`config.mk`:
```
export PLATFORM = sky130hd
export DESIGN_NAME = alu_req_arbiter_flat
export DESIGN_NICKNAME = d
export VERILOG_FILES = /design/src/rtl/alu_req_arbiter_if.sv /design/src/rtl/alu_req_arbiter.sv /design/src/flat_wrapper.sv
export SDC_FILE = /design/constraint.sdc
export NUM_CORES = 1
export LEC_CHECK = 0
export CAP_MARGIN = 20
export CORE_ASPECT_RATIO = 0.5
export CORE_MARGIN = 1.5
export CORE_UTILIZATION = 35
export CTS_CLUSTER_SIZE = 25
export DETAILED_ROUTE_END_ITERATION = 8
export SLEW_MARGIN = 20
export SYNTH_ARGS = -nofsm -noshare
export SYNTH_HDL_FRONTEND = slang
export SYNTH_SLANG_ARGS = --single-unit
```
`constraint.sdc`:
```
create_clock -name clk -period 3.45 [get_ports clk]
set_clock_uncertainty 0.05 [all_clocks]
set_input_delay 0.5175 -clock clk [delete_from_list [all_inputs] [get_ports clk]]
set_output_delay 0.5175 -clock clk [all_outputs]
set_load 0.1 [all_outputs]
```
`src/rtl/alu_req_arbiter_if.sv`:
```
// alu_req_arbiter_if
// Bundles the two command channels and the response channel of the
// two-requester ALU front end. The master side is the pair of command
// producers plus the response consumer; the slave side is the arbiter.
interface alu_req_arbiter_if;

  // Requester 0 command channel
  logic       req0_valid;
  logic       req0_ready;
  logic [1:0] req0_op;
  logic [3:0] req0_a;
  logic [3:0] req0_b;

  // Requester 1 command channel
  logic       req1_valid;
  logic       req1_ready;
  logic [1:0] req1_op;
  logic [3:0] req1_a;
  logic [3:0] req1_b;

  // Response channel
  logic       rsp_valid;
  logic       rsp_ready;
  logic       rsp_id;
  logic [3:0] rsp_data;
  logic       rsp_carry;
  logic [2:0] rsp_cmp;

  modport master (
    output req0_valid, req0_op, req0_a, req0_b,
    output req1_valid, req1_op, req1_a, req1_b,
    output rsp_ready,
    input  req0_ready, req1_ready,
    input  rsp_valid, rsp_id, rsp_data, rsp_carry, rsp_cmp
  );

  modport slave (
    input  req0_valid, req0_op, req0_a, req0_b,
    input  req1_valid, req1_op, req1_a, req1_b,
    input  rsp_ready,
    output req0_ready, req1_ready,
    output rsp_valid, rsp_id, rsp_data, rsp_carry, rsp_cmp
  );

endinterface

```
`src/rtl/alu_req_arbiter.sv`:
```
// alu_req_arbiter
// Two-requester front end for the 4-bit ALU (ADD / SUB / COMPARE / AND).
// One command is in flight at a time: IDLE accepts a command, EXEC evaluates
// it into the response register, RESP holds the response until the consumer
// takes it.
//
// Build option: define ALU_ARB_RR_EN for round-robin arbitration (the
// priority pointer flips to the loser on every accept). Without it,
// requester 0 always wins a tie and no priority pointer exists.
module alu_req_arbiter (
  input  logic                 clk,
  input  logic                 rst_n,
  alu_req_arbiter_if.slave     bus,
  output logic                 busy
);

  typedef enum logic [1:0] {
    ST_IDLE = 2'd0,
    ST_EXEC = 2'd1,
    ST_RESP = 2'd2
  } state_t;

  typedef enum logic [1:0] {
    OP_ADD = 2'b00,
    OP_SUB = 2'b01,
    OP_CMP = 2'b10,
    OP_AND = 2'b11
  } op_t;

  // Captured command: everything EXEC needs plus the winner's id.
  typedef struct packed {
    op_t        op;
    logic [3:0] a;
    logic [3:0] b;
    logic       id;
  } cmd_t;

  // ALU outcome as presented on the response channel.
  typedef struct packed {
    logic [3:0] data;
    logic       carry;
    logic [2:0] cmp;
  } res_t;

  state_t state;
  cmd_t   cmd_q;
  cmd_t   win_cmd;
  res_t   alu_res;
  res_t   rsp_res_q;
  logic   rsp_valid_q;
  logic   rsp_id_q;
  logic   busy_q;
  logic   grant0;
  logic   grant1;
  logic   accept;
  logic [4:0] sum5;

`ifdef ALU_ARB_RR_EN
  // Requester that wins the next tie.
  logic   pri;
`endif

  // Grant selection: only in IDLE and never while reset is asserted, so the
  // readies read 0 during reset and may rise as soon as it is released.
  // NOTE: every signal assigned in an always_comb gets a default first;
  // a path that leaves one unassigned would infer a latch.
  always_comb begin
    grant0 = 1'b0;
    grant1 = 1'b0;
    if (rst_n && state == ST_IDLE) begin
`ifdef ALU_ARB_RR_EN
      if (bus.req0_valid && bus.req1_valid) begin
        grant0 = ~pri;
        grant1 = pri;
      end else begin
        grant0 = bus.req0_valid;
        grant1 = bus.req1_valid;
      end
`else
      grant0 = bus.req0_valid;
      grant1 = bus.req1_valid & ~bus.req0_valid;
`endif
    end
  end

  assign accept         = grant0 | grant1;
  assign bus.req0_ready = grant0;
  assign bus.req1_ready = grant1;

  // Winner's payload, steered into the command register on accept.
  always_comb begin
    if (grant1) begin
      win_cmd.op = op_t'(bus.req1_op);
      win_cmd.a  = bus.req1_a;
      win_cmd.b  = bus.req1_b;
      win_cmd.id = 1'b1;
    end else begin
      win_cmd.op = op_t'(bus.req0_op);
      win_cmd.a  = bus.req0_a;
      win_cmd.b  = bus.req0_b;
      win_cmd.id = 1'b0;
    end
  end

  // ALU evaluation from the command register; SUB is a + ~b + 1 so the
  // carry-out doubles as the "no borrow" flag (a >= b).
  always_comb begin
    alu_res = '0;
    sum5    = '0;
    case (cmd_q.op)
      OP_ADD: begin
        sum5          = {1'b0, cmd_q.a} + {1'b0, cmd_q.b};
        alu_res.data  = sum5[3:0];
        alu_res.carry = sum5[4];
      end
      OP_SUB: begin
        sum5          = {1'b0, cmd_q.a} + {1'b0, ~cmd_q.b} + 5'd1;
        alu_res.data  = sum5[3:0];
        alu_res.carry = sum5[4];
      end
      OP_CMP: begin
        alu_res.cmp = {cmd_q.a == cmd_q.b, cmd_q.a > cmd_q.b, cmd_q.a < cmd_q.b};
      end
      OP_AND: begin
        alu_res.data = cmd_q.a & cmd_q.b;
      end
      default: alu_res = '0;
    endcase
  end

  // Control FSM with registered command, response and busy.
  // NOTE: sequential state uses non-blocking assignments only, so every
  // register samples its inputs from before the edge regardless of order.
  // NOTE: the command and response registers are reset along with the
  // control state because every response field must read 0 in reset and
  // an aborted command must not leak into a later response.
  always_ff @(posedge clk or negedge rst_n) begin
    if (!rst_n) begin
      state       <= ST_IDLE;
      cmd_q       <= '0;
      rsp_res_q   <= '0;
      rsp_valid_q <= 1'b0;
      rsp_id_q    <= 1'b0;
      busy_q      <= 1'b0;
`ifdef ALU_ARB_RR_EN
      pri         <= 1'b0;
`endif
    end else begin
      case (state)
        ST_IDLE: begin
          if (accept) begin
            cmd_q  <= win_cmd;
            busy_q <= 1'b1;
            state  <= ST_EXEC;
`ifdef ALU_ARB_RR_EN
            pri    <= ~grant1;
`endif
          end
        end
        ST_EXEC: begin
          rsp_res_q   <= alu_res;
          rsp_id_q    <= cmd_q.id;
          rsp_valid_q <= 1'b1;
          state       <= ST_RESP;
        end
        ST_RESP: begin
          if (bus.rsp_ready) begin
            rsp_valid_q <= 1'b0;
            busy_q      <= 1'b0;
            state       <= ST_IDLE;
          end
        end
        default: begin
          rsp_valid_q <= 1'b0;
          busy_q      <= 1'b0;
          state       <= ST_IDLE;
        end
      endcase
    end
  end

  assign bus.rsp_valid = rsp_valid_q;
  assign bus.rsp_id    = rsp_id_q;
  assign bus.rsp_data  = rsp_res_q.data;
  assign bus.rsp_carry = rsp_res_q.carry;
  assign bus.rsp_cmp   = rsp_res_q.cmp;
  assign busy          = busy_q;

endmodule

```
`src/flat_wrapper.sv`:
```
// flat-port wrapper written by rule: the top's interface ports become plain ports
module alu_req_arbiter_flat 
  (clk, rst_n, busy, bus_req0_valid, bus_req0_op, bus_req0_a, bus_req0_b, bus_req1_valid, bus_req1_op, bus_req1_a, bus_req1_b, bus_rsp_ready, bus_req0_ready, bus_req1_ready, bus_rsp_valid, bus_rsp_id, bus_rsp_data, bus_rsp_carry, bus_rsp_cmp);
  alu_req_arbiter_if bus_i ();
  input  logic clk;
  input  logic rst_n;
  output logic busy;
  input wire logic [$bits(bus_i.req0_valid)-1:0] bus_req0_valid;
  input wire logic [$bits(bus_i.req0_op)-1:0] bus_req0_op;
  input wire logic [$bits(bus_i.req0_a)-1:0] bus_req0_a;
  input wire logic [$bits(bus_i.req0_b)-1:0] bus_req0_b;
  input wire logic [$bits(bus_i.req1_valid)-1:0] bus_req1_valid;
  input wire logic [$bits(bus_i.req1_op)-1:0] bus_req1_op;
  input wire logic [$bits(bus_i.req1_a)-1:0] bus_req1_a;
  input wire logic [$bits(bus_i.req1_b)-1:0] bus_req1_b;
  input wire logic [$bits(bus_i.rsp_ready)-1:0] bus_rsp_ready;
  output wire logic [$bits(bus_i.req0_ready)-1:0] bus_req0_ready;
  output wire logic [$bits(bus_i.req1_ready)-1:0] bus_req1_ready;
  output wire logic [$bits(bus_i.rsp_valid)-1:0] bus_rsp_valid;
  output wire logic [$bits(bus_i.rsp_id)-1:0] bus_rsp_id;
  output wire logic [$bits(bus_i.rsp_data)-1:0] bus_rsp_data;
  output wire logic [$bits(bus_i.rsp_carry)-1:0] bus_rsp_carry;
  output wire logic [$bits(bus_i.rsp_cmp)-1:0] bus_rsp_cmp;
  assign bus_i.req0_valid = bus_req0_valid;
  assign bus_i.req0_op = bus_req0_op;
  assign bus_i.req0_a = bus_req0_a;
  assign bus_i.req0_b = bus_req0_b;
  assign bus_i.req1_valid = bus_req1_valid;
  assign bus_i.req1_op = bus_req1_op;
  assign bus_i.req1_a = bus_req1_a;
  assign bus_i.req1_b = bus_req1_b;
  assign bus_i.rsp_ready = bus_rsp_ready;
  assign bus_req0_ready = bus_i.req0_ready;
  assign bus_req1_ready = bus_i.req1_ready;
  assign bus_rsp_valid = bus_i.rsp_valid;
  assign bus_rsp_id = bus_i.rsp_id;
  assign bus_rsp_data = bus_i.rsp_data;
  assign bus_rsp_carry = bus_i.rsp_carry;
  assign bus_rsp_cmp = bus_i.rsp_cmp;
  alu_req_arbiter u_core (.clk(clk), .rst_n(rst_n), .bus(bus_i), .busy(busy));
endmodule
```
==> results.md, run 1 <==
- Int Pwr: about 830 uW
- WP depth: 5
- CP Buf/Inv Count: 3
- Slew @ Worst Pin: around 0.97 ns
- Net switching power: 892.0 uW
- Setup TNS: 0 ns
- Cell count after synthesis: 154
- TritonCTS clock tree: done
- Seq cells post-synth: 24
- Reg clk slew, reported paths: 0.08 ns
- Synth area leader: dfrtp_1
- Worst-Skew Late Latency: around 0.27 ns
- M1 WL: 1395 um
- Total power draw: ~1700 uW
- Hold WS: 0.4232 ns
- Crit Reg-Reg Startpoint: u_core.cmd_q[5]
- Hold_sp: u_core.bus.rsp_cmp[1]
- Max transition margin: roughly a third
- Routed len/inst: 11.72 um
- Final net count: about 220
- Clock root buffer: clkbuf_8
- Crit. Startpoint: rst_n
- Max-cap viol count: 0
- Logic pwr share: 60.1%
- Rows: 15
- Via density: 4.682
- Post-synth EDFFs: 0
- CP delay by family, top: buffers and inverters
- Timing-limited maximum frequency: about 0.4 GHz
- Filler cells: 361
- Detailed Place HPWL: 2175 um
- Share of synthesized registers carrying an async set or reset: between 90% and 100%
- Register area share after synthesis: a little over two fifths
- Starting Density: 38.30%
- N_diodes: 0
- Die area: 4352 um2
- Clock power frac: 11.3%
- Detail Route Antenna Nets: 0
- CP arrival: just under 2 ns
- Reg2Reg Depth: 8
- CP Capture Type: primary output
- Crit share post-route: between 70% and 80%
- Initial antenna violation count: 0
- Routed WL: 2801 um
- RSZ-0062 raised after global routing: no
- Post-synth top flop: dfrtp_1
- CP Max Fanout: 12
- Maximum buffer depth of the clock tree: 2
- Crit start category: input port
- Total core area: 3603 um2
- Layout cells sized above 1: 7.979%
- Max-slew violations: 0
- Netlist cell types: 31
- Final Wtd Congestion: 0.8321
- Vias in the first global route: 1050
- Power per cell area: about 940 nW/um2
- Hold path depth: 2
- Largest net degree at the start of global routing: 25
- First-pass GRT wire length: 4657 um
- Final Util: around half
- Clock Sinks: 24
- Min-delay worst type: flop to flop
- Initial DRC count: 12
- Die Y-Extent: between 40 and 50 um
- Sequential share of power: 28.6%
- Area delta synth->final: 33.45%
- Crit path required time: 2.88 ns
- DR DRC count: 0
- Slowest-stage cell, CP: clkdlybuf4s50_1
- Gr ovfl total: 0
- Cell Area, Placed: 1787 um2
- Post-Syn Nets: 189
- Max VDD drop: between 0.3 and 0.4 mV
- Status: finished, final reports clean
- CP Cell Sequence: clkdlybuf4s50_1 -> nor3b_2 -> nand3b_2 -> inv_2 -> buf_12
- Pleak: approximately 0.0008 uW
- CTS Buf Count: 3
- Crit path largest cell delay: 0.47 ns
- I/O pin count: 38
- Setup bufs post-CTS: 0
- Minimum clock period: 2.549 ns
- Htree depth: 1
- Die Wd: 91.81 um
- Commonest non-fill, non-tap cell in the layout: clkdlybuf4s50_1
- # hold bufs at CTS: 0
- Commonest non-fill, non-tap cells in the layout: clkdlybuf4s50_1 (35), nand2_1 (33), dfrtp_1 (24)
- Sw Ratio: 51.66%
- Number of port buffers: 37
- First-pass detailed-route iteration total: 4
- Met2 WL: around 1300 um
- Met3 WL: 87 um
- Total track usage: 14.38%
- Yosys warns: 0
- Mapped Avg Cell Area: 8.962 um2
- # setup viols final: 0
- Post-Synthesis Cell Area: 1380 um2
- Detailed-route via count: 1119
- Resize count post-CTS: 0
- Crit Path Class: input port to primary output
- Top layer in use: met4
- Top post-synthesis cells by area: dfrtp_1 (44%), nand2_1 (9.0%), ha_1 (7.3%)
- Final Hold Viols: 0
- Share of Yosys cell area claimed by the top area cell type: 43.52%
- Fin area: roughly 1800 um2
[worst register-to-register path, cell delays in order (launching register included)]
cell and delay (ns):
dfrtp_1 0.40, ha_1 0.19, inv_1 0.08, fa_1 0.40, nor2b_1 0.16, o21ai_0 0.15, nor3b_1 0.20, a31oi_1 0.06
o21ai_1 0.12
[state kept, by name, summed over array words and instances (netlist names)]
register and count:
u_core.bus.rsp_valid 1, u_core.cmd_q 11, u_core.bus.rsp_carry 1, u_core.state 2, u_core.bus.rsp_data 4, u_core.bus.rsp_cmp 3, u_core.busy 1, u_core.bus.rsp_id 1
[through the flow]
stage | instances | setup WS, ns
after global placement | 235 | 0.8925
after floorplan | 154 | 1.378
after CTS | 239 | 0.8771
after global routing | 239 | 0.8000
final | 239 | 0.9015
after detailed placement | 235 | 0.8803
[synthesized netlist by cell type (2+ instances only)]
library cell,n
a31oi_1,9
nand2b_1,2
o21ai_1,11
a21oi_1,5
nor2b_1,4
a31oi_2,4
buf_6,2
o211ai_1,2
fa_1,2
nand2_1,33
nor3_1,2
nor2_1,15
dfrtp_1,24
o21ai_0,3
buf_2,5
inv_1,8
ha_1,8
nand3b_1,2
[kinds of logic after synthesis]
family	share of synthesized area (%)
flip-flops	43.52
adder cells (fa/ha/maj)	10.15
buffers and inverters	6.437
AO/OA/AOI/OAI	18.49
AND/OR/NAND/NOR	20.76
XOR/XNOR	0.6347
[per-layer routing]
| metal | global-route usage, % | vias to the layer above |
|---|---|---|
| li1 | - | 587 |
| met1 | 18.12 | 508 |
| met2 | 24.18 | 20 |
| met3 | 3.560 | 4 |
| met4 | 7.385 | 0 |
| met5 | 0 | - |
[path summary, 6_finish.rpt]
check	to	slack (ns)
min in group asynchronous	u_core.busy	0.58
worst min register to register	u_core.bus.rsp_cmp[1]	0.42
worst max-delay path	bus_req1_ready	0.90
worst max register to register	u_core.bus.rsp_data[2]	1.56
worst min-delay path	u_core.bus.rsp_cmp[1]	0.42
max in group asynchronous	u_core.cmd_q[2]	2.54
[area by class of cell]
cell class	count	area (um2)	share of cell area [%]
Tap cell	51	63.81	3.465
Timing Repair Buffer	38	397.9	21.60
Clock buffer	4	55.05	2.989
Sequential cell	24	600.6	32.61
Multi-Input combinational cell	113	690.7	37.50
Inverter	9	33.78	1.834
[power groups by stage]
| stage | combinational, uW | clock (uW) | sequential [uW] |
|---|---|---|---|
| after global routing | 1120 | 209 | 518 |
| after floorplan | 471 | 0 | 836 |
| after CTS | 1050 | 203 | 497 |
| after detailed placement | 1040 | 0 | 503 |
| final | 1040 | 194 | 494 |
| after global placement | 1030 | 0 | 499 |
Note: power is estimated with default switching activity, not from simulation.
==> inputs of run 2 (changes only) <==
clock period = 2.67 ns   (was 3.45 ns; I/O delays follow)
==> results.md, run 2 (synthesis results as in run 1) <==
- Commonest non-fill, non-tap cells in the layout: nand2_1 (33), clkdlybuf4s50_1 (24), dfrtp_1 (24)
- Area delta synth->final: 31.55%
- Min-delay worst type: flop to flop
- Setup bufs post-CTS: 0
- Timing-limited maximum frequency: 0.4787 GHz
- Power per cell area: 1200 nW/um2
- # hold bufs at CTS: 0
- Worst-Skew Late Latency: 0.26 ns
- Max-cap viol count: 0
- Hold_sp: u_core.bus.rsp_cmp[1]
- Die Wd: 91.81 um
- Die area: 4352 um2
- Initial antenna violation count: 0
- Clock root buffer: clkbuf_8
- CP Capture Type: primary output
- Starting Density: 38.30%
- Final Wtd Congestion: approximately 0.81
- Crit Path Class: input port to primary output
- Routed WL: around 2800 um
- CP Max Fanout: 11
- RSZ-0062 raised after global routing: no
- Status: finished, final reports clean
- Reg clk slew, reported paths: 0.08 ns
- Max reg flops: 11
- TritonCTS clock tree: done
- Maximum buffer depth of the clock tree: 2
- First-pass GRT wire length: 4643 um
- Crit path required time: 2.22 ns
- Filler cells: 365
- Vias in the first global route: 1028
- Htree depth: 1
- Max-slew violations: 0
- Crit Reg-Reg Startpoint: u_core.cmd_q[5]
- Total core area: 3603 um2
- Pleak: 0.0008200 uW
- CP Cell Sequence: clkdlybuf4s50_1 -> nor3b_2 -> nand3b_2 -> inv_2 -> buf_12
- Crit. Startpoint: rst_n
- Via density: 4.583
- Crit path largest cell delay: between 0.4 and 0.5 ns
- Resize count post-CTS: 0
- Biggest register: u_core.cmd_q
- First-pass detailed-route iteration total: 4
- Gr ovfl total: 0
- Minimum clock period: 2.089 ns
- CP arrival: 1.64 ns
- Crit share post-route: just under 80%
- Cell Area, Placed: 1774 um2
- Clock Sinks: 24
- Commonest non-fill, non-tap cell in the layout: nand2_1
- Crit start category: input port
- Number of port buffers: 37
- DR DRC count: 0
- Die Y-Extent: 47.40 um
- Max transition margin: between 70% and 80%
- Layout cells sized above 1: between 10% and 20%
- Fin area: roughly 1800 um2
- Detailed Place HPWL: 2147 um
- # setup viols final: 0
- Routed len/inst: roughly 12 um
- Final Hold Viols: 0
- Max VDD drop: roughly 0.44 mV
- Setup TNS: 0 ns
- I/O pin count: 38
- Rows: 15
- Slowest-stage cell, CP: clkdlybuf4s50_1
- Total track usage: 14.18%
- Final net count: ~230
- Detailed-route via count: 1100
- Initial DRC count: 19
- Hold WS: 0.4282 ns
- Slew @ Worst Pin: between 0.4 and 0.5 ns
- N_diodes: 0
- CTS Buf Count: 3
- Detail Route Antenna Nets: 0
- Largest net degree at the start of global routing: 25
[run 2: cell types whose count changed in the layout (fill, tap and decap cells not counted), sizes merged]
cell and change:
buf +13, clkbuf -1, clkdlybuf4s50 -11
[run 2: worst max-delay path, delay by kind of cell]
kind	cells	cell delay [ns]
buf+inv	3	0.88
simple gates	2	0.36
[run 2: power breakdown]
| group | internal, uW | switching [uW] | total, uW |
|---|---|---|---|
| logic | 426 | 897 | 1320 |
| clock network | 101 | 110 | 211 |
| registers | 503 | 143 | 646 |
[run 2: worst paths after layout]
path	slack, ns	end	cells after the start
setup / recovery	0.58	bus_req1_ready	5
hold / removal	0.43	u_core.bus.rsp_cmp[1]	2
setup reg to reg	0.80	u_core.bus.rsp_data[2]	8
hold reg to reg	0.43	u_core.bus.rsp_cmp[1]	2
max in group asynchronous	1.87	u_core.cmd_q[1]	2
min in group asynchronous	0.46	u_core.bus.rsp_id	2
[run 2: cell type report]
class                      count  area, um2  share of cell area [%]
clock buffer                   3      41.29                   2.274
inverter                       9      33.78                   1.861
multi-input combinational    113      690.7                   38.04
sequential                    24      600.6                   33.08
tap                           51      63.81                   3.515
timing repair buffer          40      385.4                   21.23
[run 2: layer usage]
metal,routed length (um),vias to the layer above,global-route usage (%)
met1,1472,481,18.54
met5,0,-,0
met2,1166,25,23.58
li1,-,592,-
met4,19,0,4.308
met3,124,2,4.207
[run 2: stage by stage]
stage               total power, uW  cells  worst slack [ns]  util [%]
finish                         2178    240            0.5811     50.38
detailed placement             1981    237            0.5627     49.24
global route                   2338    240            0.4963     50.38
global placement               1964    237            0.5886     49.24
CTS                            2197    240            0.5586     50.38
floorplan                      1689    154            0.7904         -
